<file path="config.mk">
export PLATFORM = sky130hd
export DESIGN_NAME = fix_exec_report_decoder_flat
export DESIGN_NICKNAME = d
export VERILOG_FILES = /design/src/rtl/fix_exec_report_decoder_if.sv /design/src/rtl/fix_exec_report_decoder.sv /design/src/flat_wrapper.sv
export SDC_FILE = /design/constraint.sdc
export NUM_CORES = 1
export LEC_CHECK = 0
export CORE_MARGIN = 10
export CORE_UTILIZATION = 55
export CTS_BUF_LIST = sky130_fd_sc_hd__clkbuf_4 sky130_fd_sc_hd__clkbuf_8
export DETAILED_ROUTE_END_ITERATION = 10
export PLACE_DENSITY = 0.78
export RECOVER_POWER = 25
export SLEW_MARGIN = 30
export SYNTH_ARGS = -nofsm -noshare
export SYNTH_HDL_FRONTEND = slang
export SYNTH_SLANG_ARGS = --single-unit
</file>
<file path="constraint.sdc">
create_clock -name clk -period 4 [get_ports clk]
set_input_delay 0.8 -clock clk [delete_from_list [all_inputs] [get_ports clk]]
set_output_delay 0.8 -clock clk [all_outputs]
set_load 0.01 [all_outputs]
</file>
<file path="src/rtl/fix_exec_report_decoder_if.sv">
// Byte-stream input and execution-event output bundle of the FIX execution-report decoder.
// master = byte source / event consumer side, slave = decoder side.
interface fix_exec_report_decoder_if;
    logic [7:0]  rx_data;
    logic        rx_valid;
    logic        rx_ready;
    logic        exec_valid;
    logic        exec_ready;
    logic [1:0]  exec_type;
    logic [31:0] exec_qty;
    logic [31:0] exec_price;
    logic [7:0]  exec_side;

    modport master (
        output rx_data, rx_valid, exec_ready,
        input  rx_ready, exec_valid, exec_type, exec_qty, exec_price, exec_side
    );

    modport slave (
        input  rx_data, rx_valid, exec_ready,
        output rx_ready, exec_valid, exec_type, exec_qty, exec_price, exec_side
    );
endinterface

</file>
<file path="src/rtl/fix_exec_report_decoder.sv">
// Parses an inbound FIX tag=value/SOH stream and emits one event per good ExecutionReport (35=8).
// Define FIX_CHECKSUM_EN to verify the tag 10 checksum; otherwise tag 10 is only format-checked.
module fix_exec_report_decoder #(
    parameter int MAX_DIGITS = 10,
    parameter int CNT_W      = 32
) (
    input  logic                      clk,
    input  logic                      rst,
    fix_exec_report_decoder_if.slave  bus,
    output logic [CNT_W-1:0]          msg_count,
    output logic [CNT_W-1:0]          error_count,
    output logic [1:0]                parser_state
);

    localparam int LEN_W = $clog2(MAX_DIGITS + 2);
    localparam logic [7:0] SOH = 8'h01;
    localparam logic [7:0] EQ  = 8'h3D;
    localparam logic [7:0] CH1 = 8'h31;
    localparam logic [7:0] CH2 = 8'h32;
    localparam logic [7:0] CH8 = 8'h38;

    typedef enum logic [1:0] {ST_TAG = 2'd0, ST_VALUE = 2'd1, ST_EMIT = 2'd2} state_t;

    state_t              state_q, state_d;
    logic [15:0]         tag_q, tag_d;
    logic                tag_nd_q, tag_nd_d;
    logic                tag_unk_q, tag_unk_d;
    logic [31:0]         val_q, val_d;
    logic [LEN_W-1:0]    vlen_q, vlen_d;
    logic                val_bad_q, val_bad_d;
    logic [7:0]          char_q, char_d;
    logic                msg_err_q, msg_err_d;
    logic                has35_q, has35_d, has39_q, has39_d, has54_q, has54_d;
    logic                has31_q, has31_d, has32_q, has32_d;
    logic [7:0]          mtype_q, mtype_d, ord_q, ord_d, side_q, side_d;
    logic [31:0]         qty_q, qty_d, px_q, px_d;
    logic                exec_valid_q, exec_valid_d;
    logic [1:0]          exec_type_q, exec_type_d;
    logic [31:0]         exec_qty_q, exec_qty_d, exec_price_q, exec_price_d;
    logic [7:0]          exec_side_q, exec_side_d;
    logic [CNT_W-1:0]    msg_count_q, msg_count_d, error_count_q, error_count_d;
`ifdef FIX_CHECKSUM_EN
    logic [7:0]          cks_q, cks_d, cks_at_q, cks_at_d;
`endif

    logic        byte_ok, is_digit, num_ok, chr_ok, ck_ok, rpt_ok;
    logic [3:0]  dig;
    logic [35:0] val_wide;

    always_comb begin
        state_d       = state_q;
        tag_d         = tag_q;
        tag_nd_d      = tag_nd_q;
        tag_unk_d     = tag_unk_q;
        val_d         = val_q;
        vlen_d        = vlen_q;
        val_bad_d     = val_bad_q;
        char_d        = char_q;
        msg_err_d     = msg_err_q;
        has35_d       = has35_q;
        has39_d       = has39_q;
        has54_d       = has54_q;
        has31_d       = has31_q;
        has32_d       = has32_q;
        mtype_d       = mtype_q;
        ord_d         = ord_q;
        side_d        = side_q;
        qty_d         = qty_q;
        px_d          = px_q;
        exec_valid_d  = exec_valid_q;
        exec_type_d   = exec_type_q;
        exec_qty_d    = exec_qty_q;
        exec_price_d  = exec_price_q;
        exec_side_d   = exec_side_q;
        msg_count_d   = msg_count_q;
        error_count_d = error_count_q;
`ifdef FIX_CHECKSUM_EN
        cks_d         = cks_q;
        cks_at_d      = cks_at_q;
`endif

        byte_ok  = bus.rx_valid && (state_q != ST_EMIT);
        is_digit = (bus.rx_data >= 8'h30) && (bus.rx_data <= 8'h39);
        dig      = bus.rx_data[3:0];
        val_wide = {4'b0, val_q} * 36'd10 + {32'b0, dig};
        num_ok   = !val_bad_q && (vlen_q != '0) && (vlen_q <= LEN_W'(MAX_DIGITS));
        chr_ok   = (vlen_q == LEN_W'(1));
`ifdef FIX_CHECKSUM_EN
        ck_ok    = num_ok && (vlen_q == LEN_W'(3)) && (val_q == {24'b0, cks_at_q});
`else
        ck_ok    = num_ok;
`endif
        rpt_ok   = has39_q && has54_q &&
                   ((ord_q == CH1) || (ord_q == CH2) || (ord_q == CH8)) &&
                   ((side_q == CH1) || (side_q == CH2)) &&
                   ((ord_q == CH8) || (has31_q && has32_q));

        unique case (state_q)
            ST_TAG: if (byte_ok) begin
`ifdef FIX_CHECKSUM_EN
                cks_d = cks_q + bus.rx_data;
                // Sum through the SOH before "10=": drop the '1','0','=' bytes again.
                if (bus.rx_data == EQ && tag_q == 16'd10 && !tag_unk_q)
                    cks_at_d = cks_q + bus.rx_data - 8'h9E;
`endif
                if (bus.rx_data == EQ) begin
                    if (!tag_nd_q) begin
                        msg_err_d = 1'b1;
                        tag_unk_d = 1'b1;
                    end
                    val_d     = '0;
                    vlen_d    = '0;
                    val_bad_d = 1'b0;
                    state_d   = ST_VALUE;
                end else if (is_digit) begin
                    tag_nd_d = 1'b1;
                    if (tag_q < 16'd1000) tag_d = tag_q * 16'd10 + {12'b0, dig};
                    else                  tag_unk_d = 1'b1;
                end else begin
                    msg_err_d = 1'b1;
                    tag_unk_d = 1'b1;
                end
            end
            ST_VALUE: if (byte_ok) begin
`ifdef FIX_CHECKSUM_EN
                cks_d = cks_q + bus.rx_data;
`endif
                if (bus.rx_data == SOH) begin
                    tag_d     = '0;
                    tag_nd_d  = 1'b0;
                    tag_unk_d = 1'b0;
                    state_d   = ST_TAG;
                    if (!tag_unk_q) begin
                        unique case (tag_q)
                            16'd35: if (chr_ok) begin mtype_d = char_q; has35_d = 1'b1; end else msg_err_d = 1'b1;
                            16'd39: if (chr_ok) begin ord_d   = char_q; has39_d = 1'b1; end else msg_err_d = 1'b1;
                            16'd54: if (chr_ok) begin side_d  = char_q; has54_d = 1'b1; end else msg_err_d = 1'b1;
                            16'd32: if (num_ok) begin qty_d   = val_q;  has32_d = 1'b1; end else msg_err_d = 1'b1;
                            16'd31: if (num_ok) begin px_d    = val_q;  has31_d = 1'b1; end else msg_err_d = 1'b1;
                            16'd10: begin
                                if (msg_err_q || !ck_ok || !has35_q) begin
                                    error_count_d = error_count_q + 1'b1;
                                end else if (mtype_q == CH8) begin
                                    if (rpt_ok) begin
                                        exec_valid_d = 1'b1;
                                        exec_type_d  = (ord_q == CH1) ? 2'd1 : (ord_q == CH2) ? 2'd2 : 2'd3;
                                        exec_qty_d   = qty_q;
                                        exec_price_d = px_q;
                                        exec_side_d  = side_q;
                                        msg_count_d  = msg_count_q + 1'b1;
                                        state_d      = ST_EMIT;
                                    end else begin
                                        error_count_d = error_count_q + 1'b1;
                                    end
                                end
                                // Message closed: forget everything learned about it.
                                msg_err_d = 1'b0;
                                has35_d   = 1'b0;
                                has39_d   = 1'b0;
                                has54_d   = 1'b0;
                                has31_d   = 1'b0;
                                has32_d   = 1'b0;
                                mtype_d   = '0;
                                ord_d     = '0;
                                side_d    = '0;
                                qty_d     = '0;
                                px_d      = '0;
`ifdef FIX_CHECKSUM_EN
                                cks_d     = '0;
`endif
                            end
                            default: ;
                        endcase
                    end
                end else begin
                    if (vlen_q == '0) char_d = bus.rx_data;
                    if (vlen_q <= LEN_W'(MAX_DIGITS)) vlen_d = vlen_q + LEN_W'(1);
                    if (is_digit) begin
                        val_d = val_wide[31:0];
                        if (val_wide[35:32] != 4'd0) val_bad_d = 1'b1;
                    end else begin
                        val_bad_d = 1'b1;
                    end
                end
            end
            ST_EMIT: if (bus.exec_ready) begin
                exec_valid_d = 1'b0;
                state_d      = ST_TAG;
            end
            default: state_d = ST_TAG;
        endcase
    end

    always_ff @(posedge clk) begin
        if (rst) begin
            state_q       <= ST_TAG;
            tag_q         <= '0;
            tag_nd_q      <= 1'b0;
            tag_unk_q     <= 1'b0;
            val_q         <= '0;
            vlen_q        <= '0;
            val_bad_q     <= 1'b0;
            char_q        <= '0;
            msg_err_q     <= 1'b0;
            has35_q       <= 1'b0;
            has39_q       <= 1'b0;
            has54_q       <= 1'b0;
            has31_q       <= 1'b0;
            has32_q       <= 1'b0;
            mtype_q       <= '0;
            ord_q         <= '0;
            side_q        <= '0;
            qty_q         <= '0;
            px_q          <= '0;
            exec_valid_q  <= 1'b0;
            exec_type_q   <= '0;
            exec_qty_q    <= '0;
            exec_price_q  <= '0;
            exec_side_q   <= '0;
            msg_count_q   <= '0;
            error_count_q <= '0;
`ifdef FIX_CHECKSUM_EN
            cks_q         <= '0;
            cks_at_q      <= '0;
`endif
        end else begin
            state_q       <= state_d;
            tag_q         <= tag_d;
            tag_nd_q      <= tag_nd_d;
            tag_unk_q     <= tag_unk_d;
            val_q         <= val_d;
            vlen_q        <= vlen_d;
            val_bad_q     <= val_bad_d;
            char_q        <= char_d;
            msg_err_q     <= msg_err_d;
            has35_q       <= has35_d;
            has39_q       <= has39_d;
            has54_q       <= has54_d;
            has31_q       <= has31_d;
            has32_q       <= has32_d;
            mtype_q       <= mtype_d;
            ord_q         <= ord_d;
            side_q        <= side_d;
            qty_q         <= qty_d;
            px_q          <= px_d;
            exec_valid_q  <= exec_valid_d;
            exec_type_q   <= exec_type_d;
            exec_qty_q    <= exec_qty_d;
            exec_price_q  <= exec_price_d;
            exec_side_q   <= exec_side_d;
            msg_count_q   <= msg_count_d;
            error_count_q <= error_count_d;
`ifdef FIX_CHECKSUM_EN
            cks_q         <= cks_d;
            cks_at_q      <= cks_at_d;
`endif
        end
    end

    assign bus.rx_ready   = (state_q != ST_EMIT);
    assign bus.exec_valid = exec_valid_q;
    assign bus.exec_type  = exec_type_q;
    assign bus.exec_qty   = exec_qty_q;
    assign bus.exec_price = exec_price_q;
    assign bus.exec_side  = exec_side_q;
    assign msg_count      = msg_count_q;
    assign error_count    = error_count_q;
    assign parser_state   = state_q;

endmodule

</file>
<file path="src/flat_wrapper.sv">
// flat-port wrapper written by rule: the top's interface ports become plain ports
module fix_exec_report_decoder_flat 
#(
    parameter int MAX_DIGITS = 10,
    parameter int CNT_W      = 32
)
  (clk, rst, msg_count, error_count, parser_state, bus_rx_data, bus_rx_valid, bus_exec_ready, bus_rx_ready, bus_exec_valid, bus_exec_type, bus_exec_qty, bus_exec_price, bus_exec_side);
  fix_exec_report_decoder_if bus_i ();
  input  logic clk;
  input  logic rst;
  output logic [CNT_W-1:0] msg_count;
  output logic [CNT_W-1:0] error_count;
  output logic [1:0] parser_state;
  input wire logic [$bits(bus_i.rx_data)-1:0] bus_rx_data;
  input wire logic [$bits(bus_i.rx_valid)-1:0] bus_rx_valid;
  input wire logic [$bits(bus_i.exec_ready)-1:0] bus_exec_ready;
  output wire logic [$bits(bus_i.rx_ready)-1:0] bus_rx_ready;
  output wire logic [$bits(bus_i.exec_valid)-1:0] bus_exec_valid;
  output wire logic [$bits(bus_i.exec_type)-1:0] bus_exec_type;
  output wire logic [$bits(bus_i.exec_qty)-1:0] bus_exec_qty;
  output wire logic [$bits(bus_i.exec_price)-1:0] bus_exec_price;
  output wire logic [$bits(bus_i.exec_side)-1:0] bus_exec_side;
  assign bus_i.rx_data = bus_rx_data;
  assign bus_i.rx_valid = bus_rx_valid;
  assign bus_i.exec_ready = bus_exec_ready;
  assign bus_rx_ready = bus_i.rx_ready;
  assign bus_exec_valid = bus_i.exec_valid;
  assign bus_exec_type = bus_i.exec_type;
  assign bus_exec_qty = bus_i.exec_qty;
  assign bus_exec_price = bus_i.exec_price;
  assign bus_exec_side = bus_i.exec_side;
  fix_exec_report_decoder #(.MAX_DIGITS(MAX_DIGITS), .CNT_W(CNT_W)) u_core (.clk(clk), .rst(rst), .bus(bus_i), .msg_count(msg_count), .error_count(error_count), .parser_state(parser_state));
endmodule
</file>
==> flow_summary_export.csv <==
group,metric,value,unit
worst_setup_path,required,4.43,ns
finish,final_cells,2379,
min_path,hold_depth,2,
power_and_ir_drop,clockPowerShare,45.6,%
cts,clk_pin_slew,0.07,ns
yosys,synthTopCellsByArea,"dfxtp_1 (39%), ha_1 (7.8%), nand2_1 (7.5%)",
die,core,27030,µm²
die,die_h,186.2,µm
yosys,async_flop_share,0,%
cts,clock-sinks,298,
routing,dr.pass1.iters,8,
grt,antenna_found_initial,0,
finish,antenna_cells,0,
yosys,syn_area_per_cell,8.113,µm²
finish,final_core_util,66.85,%
power_and_ir_drop,p_int,4.414,mW
die,fp-row-count,60,
timing,hold_viol_final,0,
die,die-area,34660,µm²
worst_setup_path,reg2regPathDepth,14,
yosys,yosysUniqueCellTypes,81,
grt,grt_usage,22.45,%
routing,drtAntennaViolNets,0,
place,gp_congestion,0.9262,
power_and_ir_drop,power,5.644,mW
timing,rsz0062_at_grt,"no",
die,initial_core_util,56.19,%
cts,clk_latency,0.57,ns
worst_setup_path,worstPathMaxFanout,6,
run,cap_violations,0,
power_and_ir_drop,power_switching,1.230,mW
finish,drive_gt1_share,8.047,%
die,pin_count,154,
routing,via_per_inst,5.821,
grt,first_global_vias,13150,
timing,relSlewSlack,42.40,%
finish,final_area,18070,µm²
cts,cts_root_buf,"clkbuf_8",
timing,tns,0,ns
finish,syn_to_final_growth,18.96,%
yosys,yosys-top-cells-count,"nand2_1 (304), dfxtp_1 (298), a21oi_1 (227), nor2_1 (182), nand3_1 (134)",
yosys,syn_nets,1983,
power_and_ir_drop,p_leak,7.139,nW
cts,cts_buffers,47,
grt,grt-ovfl-total,0,
finish,nets,2118,
outcome,status,"finished, final reports clean",
power_and_ir_drop,sw_frac_of_total,21.79,%
yosys,ys_seq_area_share,39.28,%
cts,hold_buffers,0,
place,port_buffers,153,
yosys,synth_edf_count,0,
timing,fin_ws,0.2348,ns
routing,routedWlPerCell,16.80,µm
worst_setup_path,critPathKind,"reg2reg",
place,dpl_cell_area,17070,µm²
timing,min_period_over_period,94.13,%
grt,grt_pass1_wl,65210,µm
yosys,synth_seq_cells,298,
cts,cts_buffer_depth,3,
power_and_ir_drop,ir_worst_vdd,0.1728,mV
power_and_ir_drop,p_seq_share,52.7,%
worst_setup_path,worstSetupStartpointType,"register",
timing,skew,0.02858,ns
yosys,netlist_instances,1872,
die,fp.dieW,186.2,µm
yosys,syn_area,15190,µm²
cts,cts_tree,"done",
grt,grt_max_degree,148,
yosys,ys_warn_count,0,
routing,wirelength,39960,µm
cts,htreeDepth,2,
routing,drcViolationCount,0,
place,dpl.cell_count,2295,
yosys,synth_top_cell_by_area,"dfxtp_1",
timing,tightest_slew,0.8608,ns
yosys,ys.flop_type,"dfxtp_1",
yosys,synth_top_area_share,39.28,%
timing,min_period,3.765,ns
worst_setup_path,crit_arrival,4.20,ns
place,place_hpwl,28920,µm
timing,finalSetupViolations,0,
timing,holdWs,0.4448,ns
routing,vias,13850,
yosys,yosysMostFrequentCell,"nand2_1",
routing,drt-initial-drc-count,1073,
power_and_ir_drop,p_comb_share,1.7,%
timing,slew_viol_final,0,
worst_setup_path,endpoint_kind,"register",
power_and_ir_drop,p_per_area,312.4,nW/µm²
place,pre_cts_slack,-0.003119,ns
min_path,min_path_type,"reg2reg",
timing,fmax,0.2656,GHz
## cell type report
cell class | count | area, µm²
inverter | 24 | 90.09
sequential | 298 | 5968
timing repair buffer | 193 | 1886
multi-input combinational | 1443 | 8751
tap | 341 | 426.7
fill | 2260 | 8960
clock buffer | 72 | 890.9
clock inverter | 8 | 53.80
## power groups by stage
stage	Clock (mW)	Sequential, mW	Combinational [mW]
finish	2.57	2.97	0.0967
global route	2.76	2.97	0.105
CTS	2.62	2.97	0.0962
detailed placement	0	3.04	0.0960
global placement	0	3.04	0.0948
floorplan	0	3.04	0.0582
## worst paths after layout
kind                                           from                                     end  slack [ns]
max                    u_core.val_q[1]$_SDFFE_PP0P_           u_core.val_q[30]$_SDFFE_PP0P_        0.23
min reg2reg  u_core.bus.exec_price[24]$_SDFFE_PP0P_  u_core.bus.exec_price[24]$_SDFFE_PP0P_        0.44
min          u_core.bus.exec_price[24]$_SDFFE_PP0P_  u_core.bus.exec_price[24]$_SDFFE_PP0P_        0.44
max reg2reg            u_core.val_q[1]$_SDFFE_PP0P_           u_core.val_q[30]$_SDFFE_PP0P_        0.23
## cells by family after synthesis
kind of cell | Yosys count | synth area share (%)
adder cells (fa/ha/maj) | 99 | 8.354
multiplexers | 11 | 0.7250
flip-flops | 298 | 39.28
AO/OA/AOI/OAI | 406 | 15.75
XOR/XNOR | 126 | 7.357
buffers and inverters | 131 | 3.468
AND/OR/NAND/NOR | 801 | 25.06
## critical path: stages (launching register included)
cell and delay (ns):
dfxtp_2 0.37, ha_1 0.30, ha_1 0.26, fa_1 0.44, a211o_1 0.37, a21oi_2 0.24, o21a_1 0.20, xnor2_1 0.16
nand4b_1 0.14, buf_4 0.18, nor3_4 0.24, nand4_2 0.20, nor3_2 0.18, xnor2_1 0.08, a32o_1 0.26
## flip-flops by register name (all words and copies together) (netlist names), 2 cells and up
name,cells
u_core.bus.exec_type,2
u_core.tag_q,16
u_core.error_count,32
u_core.side_q,8
u_core.ord_q,8
u_core.bus.exec_price,32
u_core.bus.exec_qty,32
u_core.vlen_q,4
u_core.px_q,32
u_core.qty_q,32
u_core.bus.exec_side,8
u_core.mtype_q,8
u_core.char_q,8
u_core.parser_state,2
u_core.msg_count,32
u_core.val_q,32
## routing by layer
metal | share of wire [%] | routed length (µm) | track usage (%) | up-vias
met3 | 6.5 | 2617 | 3.395 | 78
met2 | 45 | 18000 | 35.99 | 449
met1 | 46 | 18390 | 30.32 | 6496
met4 | 2.4 | 955 | 7.417 | 0
met5 | 0 | 0 | 0 | -
li1 | - | - | - | 6826
## placed cells by master (no fill, tap or decap), types with 42 or more instances in the layout
master	count
o21ai_0	45
nand2_1	303
nor2_1	179
clkdlybuf4s50_1	42
xnor2_1	71
clkbuf_8	57
a21oi_1	225
xor2_1	54
nand3_1	134
dfxtp_1	296
ha_1	95
dlygate4sd3_1	110
## timing repair
item	CTS	global route
endpoints found under the hold margin	0	0
pin swaps	1	3
buffers inserted	1	3
resized for setup	0	9
setup endpoints to repair	2	14
(Power assumes the default switching activity.)
==> RTL edit 1: new RTL, same flow settings <==
Build with the macro `FIX_CHECKSUM_EN` defined.
--- a/src/rtl/fix_exec_report_decoder.sv
+++ b/src/rtl/fix_exec_report_decoder.sv
@@ -2,2 +2,4 @@
 // Define FIX_CHECKSUM_EN to verify the tag 10 checksum; otherwise tag 10 is only format-checked.
+`define FIX_CHECKSUM_EN
+
 module fix_exec_report_decoder #(
Function: not settled (the Yosys comparison gave no result); the edit may change what the design does.
==> RTL edit 1 against the unedited design <==
Sequential cell count rose by 16; design area rose by 11%; routed wire length rose by 15%; cell count rose by 11%; synthesized area rose by 6.3%; worst setup slack got worse by 96 ps.
Power is not compared: it rests on default switching activity, and its combinational part moved more than twofold at a synthesized area within 25%.
==> RTL edit 1: results (changes against the unedited design) <==
- Synth top area cells: dfxtp_1 (39%), ha_1 (8.0%), nand2_1 (7.2%)
- Final net count: 2326 (+9.8%)
- H-tree Lvls: 2 (unchanged)
- Worst Tran Pin Value: 922 ps (+61.3 ps)
- Distinct cell type count after synthesis: 74 (-8.6%)
- Synthesized net count: 2109 (+6.4%)
- R2r setup slk: 140 ps (-100 ps)
- CTS clock-pin slew for the worst setup and hold paths: 60 ps
- Share of layout cells above drive strength 1: 11.1% (+3.0 points)
- Post-Place Cell Area: 0.0186 mm² (+9.0%)
- CTS buffer count: 51 (+8.5%)
- Post-Syn Instances: 1989 (+6.3%)
- Hold_buf cts: 0 (unchanged)
- Crit-path leading delay family: simple AND/OR/NAND/NOR gates
- Outcome: completed
- WHS: 448 ps (+3.25 ps)
- Hold path startpoint: u_core.bus.exec_price[25]
- Ant. Diodes: 0 (unchanged)
- Fmax: 259 MHz (-2.5%)
- Vias: 15400 (+11%)
- Setup Skew: 40.9 ps (+12.3 ps)
- First-pass GRT wire length: 74200 µm (+14%)
- Initial DRT Pass Iterations: 6 (-2)
- Crit path arrival time: 4330 ps (+130 ps)
- CP max stage cell: or4_4
- Clk root buf: clkbuf_8
- RePlAce Congestion: 0.968 (+4.5%)
- Routed WL: 45800 µm (+15%)
- Pin count of the biggest net entering global routing: 112 (-24%)
- DR iter-0 viols: 1560 (+45%)
- CP max FO: 7 (+1)
- Fill count: 2283 (+1.0%)
- Routed vias/inst: 5.87 (+0.84%)
- Clock tree buffer depth: 3 (unchanged)
- Initial antenna violation count: 0 (unchanged)
- Overall global routing resource usage: 24.0% (+1.6 points)
- Sequential Area: 0.00629 mm² (+5.4%)
- DP HPWL: 33000 µm (+14%)
- Port Buffers: 153 (unchanged)
- Commonest cells post-synth: dfxtp_1 (314), nand2_1 (310), nor2_1 (224)
- CP max stage delay: 570 ps (+130 ps)
- Pre-CTS setup slack: -120 ps (-117 ps)
- Sequential-to-total area share from yosys stat: 39.0% (-0.33 points)
- Asr flop ratio synth: 0% (unchanged)
- DP Cell Count: 2527 (+10%)
- Worst-Skew Late Latency: 600 ps (+30 ps)
## RTL edit 1: cell types whose count changed after synthesis, sizes merged, moves of 9 or more
| cell | before | now |
|---|---|---|
| o21ai | 52 | 37 |
| nor4 | 10 | 27 |
| a22o | 0 | 10 |
| nor3 | 26 | 40 |
| buf | 22 | 8 |
| nand3 | 137 | 120 |
| xor2 | 54 | 75 |
| nor2 | 185 | 225 |
| a22oi | 28 | 45 |
| and2 | 6 | 15 |
| dfxtp | 298 | 314 |
## RTL edit 1: layer usage
layer  up-vias  global-route usage [%]  part of all wire, %
met5         -                       0                    0
met4         0                    5.65                  1.6
met3        65                    3.57                  7.7
met2       574                    39.1                   45
met1      7364                    32.9                   45
li1       7430                       -                    -
## RTL edit 1: path summary, 6_finish.rpt
check	to	cells past startpoint
worst min-delay path	u_core.bus.exec_price[25]	2
worst min register to register	u_core.bus.exec_price[25]	2
worst max register to register	u_core.val_q[29]	14
worst max-delay path	u_core.val_q[29]	14
## RTL edit 1: logic make-up (layout without fill, tap and decap cells)
| family | Yosys count | after routing | share of synthesized area, % |
|---|---|---|---|
| muxes | 16 | 16 | 1.02 |
| buffers and inverters | 127 | 383 | 3.01 |
| DFF | 314 | 314 | 39.0 |
| and+or+nand+nor | 865 | 865 | 24.8 |
| AOI/OAI and AO/OA | 413 | 413 | 15.6 |
| xor gates and xnor gates | 146 | 146 | 8.01 |
| adders and majority gates | 108 | 108 | 8.61 |
## RTL edit 1: worst register-to-register path, stage by stage, from the launching register on
cell     delay, ps
dfxtp_2        330
ha_4           240
ha_4           160
fa_2           360
a211o_1        300
a21o_1         230
o41ai_4        300
xor2_2         170
nor4b_4        350
nand3_2        140
or4_4          570
buf_8          170
nor4_4         140
xor2_1         100
a22o_1         210
## RTL edit 1: power breakdown
group | internal (mW) | total, mW | switching [mW]
combinational | 0.0878 | 0.235 | 0.147
clock | 1.77 | 3.09 | 1.31
sequential | 3.14 | 3.15 | 0.00897
total | 5.00 | 6.47 | 1.47
## RTL edit 1: repair_timing
action                                  in CTS  in global routing
pin swaps                                   11                 10
gates cloned                                 0                  0
endpoints found under the setup margin       9                 15
buffers inserted                             6                  4
gates resized for setup                     20                 12
## RTL edit 1: cell type report
type                            count  share of cell area (%)
Sequential cell                   314                    31.5
Clock buffer                       73                    4.65
Timing Repair Buffer              262                    12.0
Multi-Input combinational cell   1548                    47.9
Inverter                           29                   0.544
Clock inverter                     19                    1.12
Tap cell                          384                    2.40
==> RTL edit 2: new RTL, same flow settings <==
Made on the original files. `val_q` no longer has a reset.
--- a/src/rtl/fix_exec_report_decoder.sv
+++ b/src/rtl/fix_exec_report_decoder.sv
@@ -199,3 +199,2 @@
             tag_unk_q     <= 1'b0;
-            val_q         <= '0;
             vlen_q        <= '0;
@@ -230,3 +229,2 @@
             tag_unk_q     <= tag_unk_d;
-            val_q         <= val_d;
             vlen_q        <= vlen_d;
@@ -259,2 +257,6 @@
 
+    always_ff @(posedge clk) begin
+        val_q <= val_d;
+    end
+
     assign bus.rx_ready   = (state_q != ST_EMIT);
Function: not settled (the Yosys comparison gave no result); the edit may change what the design does.
==> RTL edit 2 against the unedited design <==
Global-route usage rose by 1.5 points; synthesized area is 2.5% higher; worst setup slack lost 130 ps; maximum frequency shrank 3.4%; design area up 8.5%; sequential cell count did not move; total power is 6.5% higher; routed wire length increased by 12%; critical path type unchanged; largest cell class unchanged.
==> RTL edit 2: results (changes against the unedited design) <==
- Distinct cell type count after synthesis: 89 (+9.9%)
- Sw Share: 22.6% (+0.81 points)
- XOR/XNOR Fraction of Synth Area: 6.28% (-1.1 points)
- Worst-Skew Late Latency: 600 ps (+30 ps)
- Sequential-to-total area share from yosys stat: 40.4% (+1.1 points)
- Pin count of the biggest net entering global routing: 82 (-45%)
- Grt met1 use: 27.4% (-2.9 points)
- RR Endpoint: u_core.val_bad_q
- Mux cell area share after synthesis: 0.779% (+0.054 points)
- Static leakage: 7.29 nW (+2.2%)
- Synth warn: 0 (unchanged)
- DR iter-0 viols: 1099 (+2.4%)
- Compound-gate portion of the synthesized area: 15.7% (-0.060 points)
- Design Area, Final: 0.0196 mm² (+8.5%)
- Hold path startpoint: u_core.qty_q[30]
- Overall global routing resource usage: 23.9% (+1.5 points)
- Met1 wire length: 18100 µm (-1.6%)
- Fill count: 2201 (-2.6%)
- CP max FO: 5 (-1)
- Synthesized area per cell: 8.18 µm² (+0.87%)
- CP max stage delay: 490 ps (+50 ps)
- Initial DRT Pass Iterations: 5 (-3)
- CP max stage cell: edfxtp_1
- Share of layout cells above drive strength 1: 13.1% (+5.1 points)
- Met3 Routed Length: 2640 µm (+0.96%)
- Met2 Track Usage GR: 43.1% (+7.1 points)
- Outcome: completed
- R2r setup slk: 100 ps (-130 ps)
- Worst r2r path cells: 16 (+2)
- Pre-CTS setup slack: -428 ps (-424 ps)
- RePlAce Congestion: 0.922 (-0.51%)
- DP HPWL: 31300 µm (+8.4%)
- Slew headroom: 44.9% (+2.5 points)
- EDFF count, synth: 32 (+32)
- CTS buffer count: 49 (+4.3%)
- Number of buffers added for setup after CTS: 3 (+2)
- Crit-path leading delay family: simple AND/OR/NAND/NOR gates
- Synthesized net count: 2014 (+1.6%)
- Commonest cells post-synth: nand2_1 (334), dfxtp_1 (266), a21oi_1 (241)
- Met2 WL: 22400 µm (+24%)
- First-pass GRT wire length: 71600 µm (+9.8%)
- GR Util met3: 4.52% (+1.1 points)
- Worst hold endpoint: u_core.bus.exec_qty[30]
- Crit path arrival time: 4370 ps (+170 ps)
- Vias: 14700 (+6.4%)
- Share of the synthesized area in the top cell type: 34.2% (-5.1 points)
- Adder-cell share of the synthesized area: 8.15% (-0.21 points)
- Synth top area cells: dfxtp_1 (34%), nand2_1 (8.1%), a21oi_1 (7.7%)
- Wire per inst: 17.4 µm (+3.4%)
- Post-Place Cell Area: 0.0182 mm² (+6.6%)
- Vias in the first global route: 14400 (+9.2%)
- DP Cell Count: 2456 (+7.0%)
RTL edit 2: cell count changes in the layout (fill, tap and decap cells not counted), moves of 13 or more:
cell	unedited run	this run
a22oi_1	28	7
nand2_1	303	332
nand3_1	134	120
clkdlybuf4s50_1	42	152
xnor2_1	71	45
buf_4	36	134
dfxtp_1	296	266
edfxtp_1	0	32
o21ai_1	6	22
dlygate4sd3_1	110	0
o21ai_0	45	32
RTL edit 2: area by class of cell:
class | instances | share of cell area [%]
clock buffers | 76 | 4.86
clock inverters | 16 | 0.600
inverters | 28 | 0.536
multi-input cells | 1479 | 46.1
flip-flops and latches | 298 | 32.1
well taps | 378 | 2.41
repair buffers | 291 | 13.4
RTL edit 2: metrics by stage:
step / hold slack (ps) / power [mW]
after floorplan: 430 / 3.15
after global placement: 440 / 3.20
after detailed placement: 444 / 3.21
after CTS: 440 / 6.05
after global routing: 468 / 6.22
final: 444 / 6.01
RTL edit 2: worst max path at each step:
stage,from,slack (ps),to,cells past startpoint
after global routing,bus_rx_data[1],-110,u_core.val_bad_q,16
after global placement,bus_rx_data[1],-400,u_core.val_q[29],15
after floorplan,u_core.val_q[1],140,u_core.val_q[29],13
after CTS,u_core.val_q[3],3,u_core.val_bad_q,16
final,u_core.val_q[3],100,u_core.val_bad_q,16
after detailed placement,bus_rx_data[1],-430,u_core.val_q[29],15
RTL edit 2: power by group through the flow:
stage          Combinational, mW  Clock, mW  Sequential [mW]
6_report                   0.128       2.86             3.02
5_1_grt                    0.140       3.06             3.02
4_1_cts                    0.124       2.90             3.02
3_5_place_dp               0.121          0             3.08
3_3_place_gp               0.120          0             3.08
2_1_floorplan             0.0717          0             3.08
